`src/rtl/imem_loader.sv`:
```
// Boot-time instruction memory loader.
// Takes a 16-bit big-endian word count followed by a byte stream, packs the
// bytes big-endian into 32-bit words, and writes them to consecutive word
// addresses starting at BASE_ADDR while holding the processor stalled.
//
// Handshake: a byte transfers on a rising edge where byte_valid && byte_ready;
// byte_ready depends only on the current state, never on byte_valid, and the
// upstream source may hold or drop byte_valid freely without losing data.
module imem_loader #(
    parameter logic [31:0] BASE_ADDR = 32'h0000_0000,
    parameter int unsigned MAX_WORDS = 256
) (
    input  logic        clk,
    input  logic        rst,
    input  logic        start,
    input  logic [7:0]  byte_in,
    input  logic        byte_valid,
    output logic        byte_ready,
    output logic        mem_we,
    output logic [31:0] mem_addr,
    output logic [31:0] mem_wdata,
    output logic        cpu_hold,
    output logic        done,
    output logic        err,
    output logic [2:0]  dbg_state
);

    typedef enum logic [2:0] {
        S_IDLE   = 3'd0,
        S_LEN_HI = 3'd1,
        S_LEN_LO = 3'd2,
        S_DATA   = 3'd3,
        S_WRITE  = 3'd4,
        S_DONE   = 3'd5
    } state_t;

    state_t      state_q;
    state_t      state_d;
    logic [15:0] count_q;
    logic [15:0] word_idx_q;
    logic [15:0] idx_next;
    logic [1:0]  byte_idx_q;
    logic [23:0] partial_q;
    logic [15:0] len_full;
    logic        len_too_big;
    logic        xfer;

    // The full count is only meaningful while the low length byte is presented.
    assign len_full    = {count_q[15:8], byte_in};
    assign len_too_big = ({16'd0, len_full} > 32'(MAX_WORDS));
    assign idx_next    = word_idx_q + 16'd1;
    assign xfer        = byte_valid && byte_ready;
    assign dbg_state   = state_q;

    // State register.
    always_ff @(posedge clk) begin
        if (rst) begin
            state_q <= S_IDLE;
        end else begin
            state_q <= state_d;
        end
    end

    // Next-state decode and state-derived control outputs.
    always_comb begin
        state_d    = state_q;
        byte_ready = 1'b0;
        mem_we     = 1'b0;
        cpu_hold   = 1'b1;
        done       = 1'b0;
        case (state_q)
            S_IDLE: begin
                if (start) state_d = S_LEN_HI;
            end
            S_LEN_HI: begin
                byte_ready = 1'b1;
                if (byte_valid) state_d = S_LEN_LO;
            end
            S_LEN_LO: begin
                byte_ready = 1'b1;
                if (byte_valid) begin
                    if (len_full == 16'd0 || len_too_big) state_d = S_DONE;
                    else                                  state_d = S_DATA;
                end
            end
            S_DATA: begin
                byte_ready = 1'b1;
                if (byte_valid && byte_idx_q == 2'd3) state_d = S_WRITE;
            end
            S_WRITE: begin
                mem_we = 1'b1;
                if (idx_next == count_q) state_d = S_DONE;
                else                     state_d = S_DATA;
            end
            S_DONE: begin
                cpu_hold = 1'b0;
                done     = 1'b1;
                if (start) state_d = S_LEN_HI;
            end
            default: state_d = S_IDLE;
        endcase
    end

    // Length capture, word assembly, write address/data and error flag.
    always_ff @(posedge clk) begin
        if (rst) begin
            count_q    <= 16'd0;
            word_idx_q <= 16'd0;
            byte_idx_q <= 2'd0;
            partial_q  <= 24'd0;
            mem_addr   <= BASE_ADDR;
            mem_wdata  <= 32'd0;
            err        <= 1'b0;
        end else begin
            case (state_q)
                S_IDLE, S_DONE: begin
                    if (start) begin
                        err        <= 1'b0;
                        word_idx_q <= 16'd0;
                        byte_idx_q <= 2'd0;
                    end
                end
                S_LEN_HI: begin
                    if (xfer) count_q[15:8] <= byte_in;
                end
                S_LEN_LO: begin
                    if (xfer) begin
                        count_q[7:0] <= byte_in;
                        if (len_too_big) err <= 1'b1;
                    end
                end
                S_DATA: begin
                    if (xfer) begin
                        byte_idx_q <= byte_idx_q + 2'd1;
                        case (byte_idx_q)
                            2'd0: partial_q[23:16] <= byte_in;
                            2'd1: partial_q[15:8]  <= byte_in;
                            2'd2: partial_q[7:0]   <= byte_in;
                            default: begin
                                // Address and data are staged here so they are
                                // valid exactly in the single WRITE cycle.
                                mem_wdata <= {partial_q, byte_in};
                                mem_addr  <= BASE_ADDR + {14'd0, word_idx_q, 2'b00};
                            end
                        endcase
                    end
                end
                S_WRITE: begin
                    word_idx_q <= idx_next;
                end
                default: ;
            endcase
        end
    end

endmodule

```
`config.mk`:
```
export PLATFORM = sky130hd
export DESIGN_NAME = imem_loader
export DESIGN_NICKNAME = d
export VERILOG_FILES = /design/src/rtl/imem_loader.sv
export SDC_FILE = /design/constraint.sdc
export NUM_CORES = 1
export LEC_CHECK = 0
export CELL_PAD_IN_SITES_DETAIL_PLACEMENT = 0
export CELL_PAD_IN_SITES_GLOBAL_PLACEMENT = 2
export CORE_MARGIN = 3
export CORE_UTILIZATION = 31
export CTS_CLUSTER_SIZE = 30
export DETAILED_ROUTE_END_ITERATION = 8
export PLACE_DENSITY_LB_ADDON = 0.1
export REMOVE_ABC_BUFFERS = 1
export SLEW_MARGIN = 20
export SYNTH_ARGS = -nofsm -noshare
export SYNTH_HDL_FRONTEND = slang
export SYNTH_SLANG_ARGS = --single-unit
```
`constraint.sdc`:
```
create_clock -name clk -period 2.2 [get_ports clk]
set_input_delay 0.44 -clock clk [delete_from_list [all_inputs] [get_ports clk]]
set_output_delay 0.44 -clock clk [all_outputs]
set_load 0.01 [all_outputs]
```
==> results.rst <==
.. list-table::
   :header-rows: 1

   * - Metric
     - Value
   * - Vias in the first global route
     - 4307
   * - Cell at the slowest stage of the critical path
     - dfxtp_1
   * - Post-route non-filler standard cell count
     - 939
   * - Endpoint of the worst register-to-register path
     - dbg_state[2]
   * - Start point of the worst hold path
     - rst
   * - Type of the tightest min-delay check
     - primary input to register
   * - Final-layout fill cell count
     - 1633
   * - Residual DRC count
     - 0
   * - Initial Util
     - 0.323
   * - Total routed wire length on the met1 layer
     - 7330 µm
   * - Met2 WL
     - 6500 µm
   * - Post-synth cell types
     - 53
   * - Fraction of layout cells with a size suffix above 1
     - 0.128
   * - CTS tree
     - done
   * - Yosys Warn Count
     - 0
   * - Biggest area contributors in the synthesized netlist
     - dfxtp_1 44%, nand2_1 13%, a21oi_1 12%
   * - Chip Height
     - 133 µm
   * - Maximum clock path buffer count
     - 2
   * - Min Tclk post-route
     - between 2000 and 2500 ps
   * - Post-synthesis cell type with the largest combined area
     - dfxtp_1
   * - Share of the synthesized area in the top cell type
     - 0.438
   * - Estimated wirelength of the detail-placed design
     - 10100 µm
   * - Combined global-route utilization of all metal layers
     - 0.164
   * - Routed length on met3
     - about 600 µm
   * - Initial antenna violation count
     - 0
   * - TritonCTS buffer count
     - 9
   * - Power per unit of standard cell area
     - ~840 mW/mm²
   * - Register-to-register setup slack
     - 110 ps
   * - Rows
     - 45
   * - Max layer used
     - met4
   * - Unrepaired setup endpoints after global routing
     - false
   * - Most repeated cell in the gate-level netlist after synthesis
     - nand2_1
   * - Largest stage delay on the critical path
     - around 550 ps
   * - Buf+Inv Stages, Crit Path
     - 2
   * - Number of placed instances with taps included
     - 923
   * - Avg Synthesized Cell Area
     - 7.79 µm²
   * - Number of DRC markers in iteration 0
     - 313
   * - Antenna-violating nets left
     - 0
   * - Full die area
     - 0.0178 mm²
   * - Type of origin of the critical path
     - register
   * - Number of top-level design ports
     - 84
   * - Post-place instance area
     - 0.00606 mm²
   * - Max Fclk
     - 469 MHz
   * - Setup Crit Path Kind
     - register to primary output
   * - Start of the worst register-to-register path
     - word_idx_q[0]
   * - Placeable Area
     - 0.0155 mm²
   * - Async set-reset flop share out of synthesis
     - 0
   * - Summed area of non-filler cells in the final layout
     - 0.00647 mm²
   * - Library cell used as clock root buffer
     - clkbuf_16
   * - First-pass GRT wire length
     - 23300 µm
   * - Area delta synth->final
     - 28.7%
   * - Worst hold path endpoint
     - dbg_state[0]
   * - Leakage
     - 2.24 nW
   * - Via-to-Cell Ratio
     - approximately 4.9
   * - Max-slew violations
     - 0
   * - Fraction of the yosys area taken by sequential cells
     - 0.438
   * - Peak supply drop
     - 492 µV
   * - Buffers on Ports
     - 67
   * - Status
     - completed
   * - N_diodes
     - 0
   * - Cells after synthesis
     - 645
   * - Fin Clk Skew
     - 6.63 ps
   * - Router iterations before antenna repair
     - 5
   * - Final worst path period share
     - 0.968
   * - Number of flops mapped to enable cells by yosys
     - 0
   * - Die extent in x
     - 133 µm
   * - Total Nets Final
     - 740
   * - Maximum number of pins on one net before global-route repair
     - 63
   * - Post-DR wirelength/cell
     - 15.6 µm
   * - H-tree level count
     - 3
   * - Cell chain of the critical path
     - nand2_1 > clkinv_1 > clkdlybuf4s50_1
   * - Cell area after synthesis
     - 0.00503 mm²
   * - Cells on Worst Hold Path
     - 2
   * - CP Data Required Time
     - approximately 1800 ps
   * - Worst path arrival time
     - 1690 ps
   * - Final-layout worst hold slack
     - 365 ps
   * - Clk_lat worst skew
     - approximately 360 ps
   * - Clock transition at path regs
     - 70 ps
   * - Number of cell instances on the worst register-to-register path
     - 7
   * - Fin. Hold Viols
     - 0
   * - Commonest register cell after synthesis
     - dfxtp_1
   * - Total global routing overflow
     - 0
   * - Share of the core filled with cells
     - 0.416
   * - Biggest fanout along the worst timing path
     - 10
   * - Total negative slack
     - 0 ps
   * - Most numerous cell types in the synthesized netlist
     - 171 x nand2_1, 118 x a21oi_1, 110 x dfxtp_1, 33 x nand3_1, 30 x clkbuf_1
   * - Num Clock Sinks
     - 110
   * - Final setup violating endpoints
     - 0
   * - Dominant delay contributor by cell family on the critical path
     - buffers and inverters
   * - Final weighted congestion in routability-driven placement
     - 0.873
   * - Max capacitance violation total
     - 0
   * - Kind of end point of the critical path
     - primary output
   * - Synthesized flop and latch total
     - 110
   * - Setup bufs post-CTS
     - 0
   * - Final wirelength
     - 14600 µm
   * - Vias post-DR
     - about 4600
[flip-flops by register name, indices dropped and copies added (netlist names)]
| signal | count |
|---|---|
| word_idx_q | 16 |
| err | 1 |
| partial_q | 24 |
| byte_idx_q | 2 |
| dbg_state | 3 |
| mem_addr | 16 |
| mem_wdata | 32 |
| count_q | 16 |
[worst max path at each step]
| stage | startpoint | endpoint | slack, ps | depth (start not counted) |
|---|---|---|---|---|
| final | dbg_state[2] | mem_we | 70 | 3 |
| after global routing | byte_in[4] | dbg_state[1] | 5 | 8 |
| after CTS | dbg_state[1] | done | 10 | 5 |
| after detailed placement | byte_in[4] | dbg_state[1] | -300 | 8 |
| after global placement | byte_in[4] | dbg_state[1] | -230 | 8 |
| after floorplan | dbg_state[0] | mem_addr[10] | -850 | 5 |
[logic make-up (layout without fill, tap and decap cells)]
kind of cell / count (synthesis) / in the layout / share of synthesized area
AOI/OAI and AO/OA: 154 / 154 / 0.172
xor gates and xnor gates: 22 / 22 / 0.0383
adders and majority gates: 5 / 5 / 0.0124
buffers and inverters: 71 / 139 / 0.0752
DFF: 110 / 110 / 0.438
muxes: 2 / 2 / 0.00398
other: 1 / 16 / 0.000746
and+or+nand+nor: 280 / 280 / 0.259
[per-stage QoR]
step	setup WS, ps	power, W
4_1_cts	10.0	0.00548
6_report	69.4	0.00546
3_5_place_dp	-302	0.00357
5_1_grt	5.39	0.00574
2_1_floorplan	-853	0.00286
3_3_place_gp	-233	0.00356
[per-layer routing]
layer	global-route usage	up-vias
li1	-	2307
met1	0.238	2156
met4	0.0480	0
met5	0	-
met2	0.247	125
met3	0.0321	15
[what timing repair did]
action	CTS	global route
setup endpoints to repair	3	5
pin swaps	0	5
resized for setup	2	15
hold buffers	0	0
[power breakdown]
group	internal, W	switching, W	leakage, nW
Sequential	0.00207	0.000101	0.888
Combinational	0.000606	0.000789	1.18
Clock	0.00114	0.000752	0.172
[cell type report]
class / count / area (µm²) / share of cell area
Clock inverter: 6 / 109 / 0.0168
Sequential cell: 110 / 2210 / 0.341
Multi-Input combinational cell: 479 / 2550 / 0.395
Clock buffer: 10 / 239 / 0.0370
Tap cell: 211 / 264 / 0.0408
Inverter: 8 / 30.0 / 0.00464
Timing Repair Buffer: 115 / 1070 / 0.165
[cell usage in the layout, fill, tap and decap left out, types with 9 or more instances in the layout]
cell / count
nand2_1: 171
o21ai_0: 11
nor2_1: 19
clkbuf_16: 9
a21oi_1: 118
xnor2_1: 12
conb_1: 16
nand3_1: 33
dfxtp_1: 107
clkdlybuf4s50_1: 64
buf_4: 46
(Power assumes the default switching activity.)
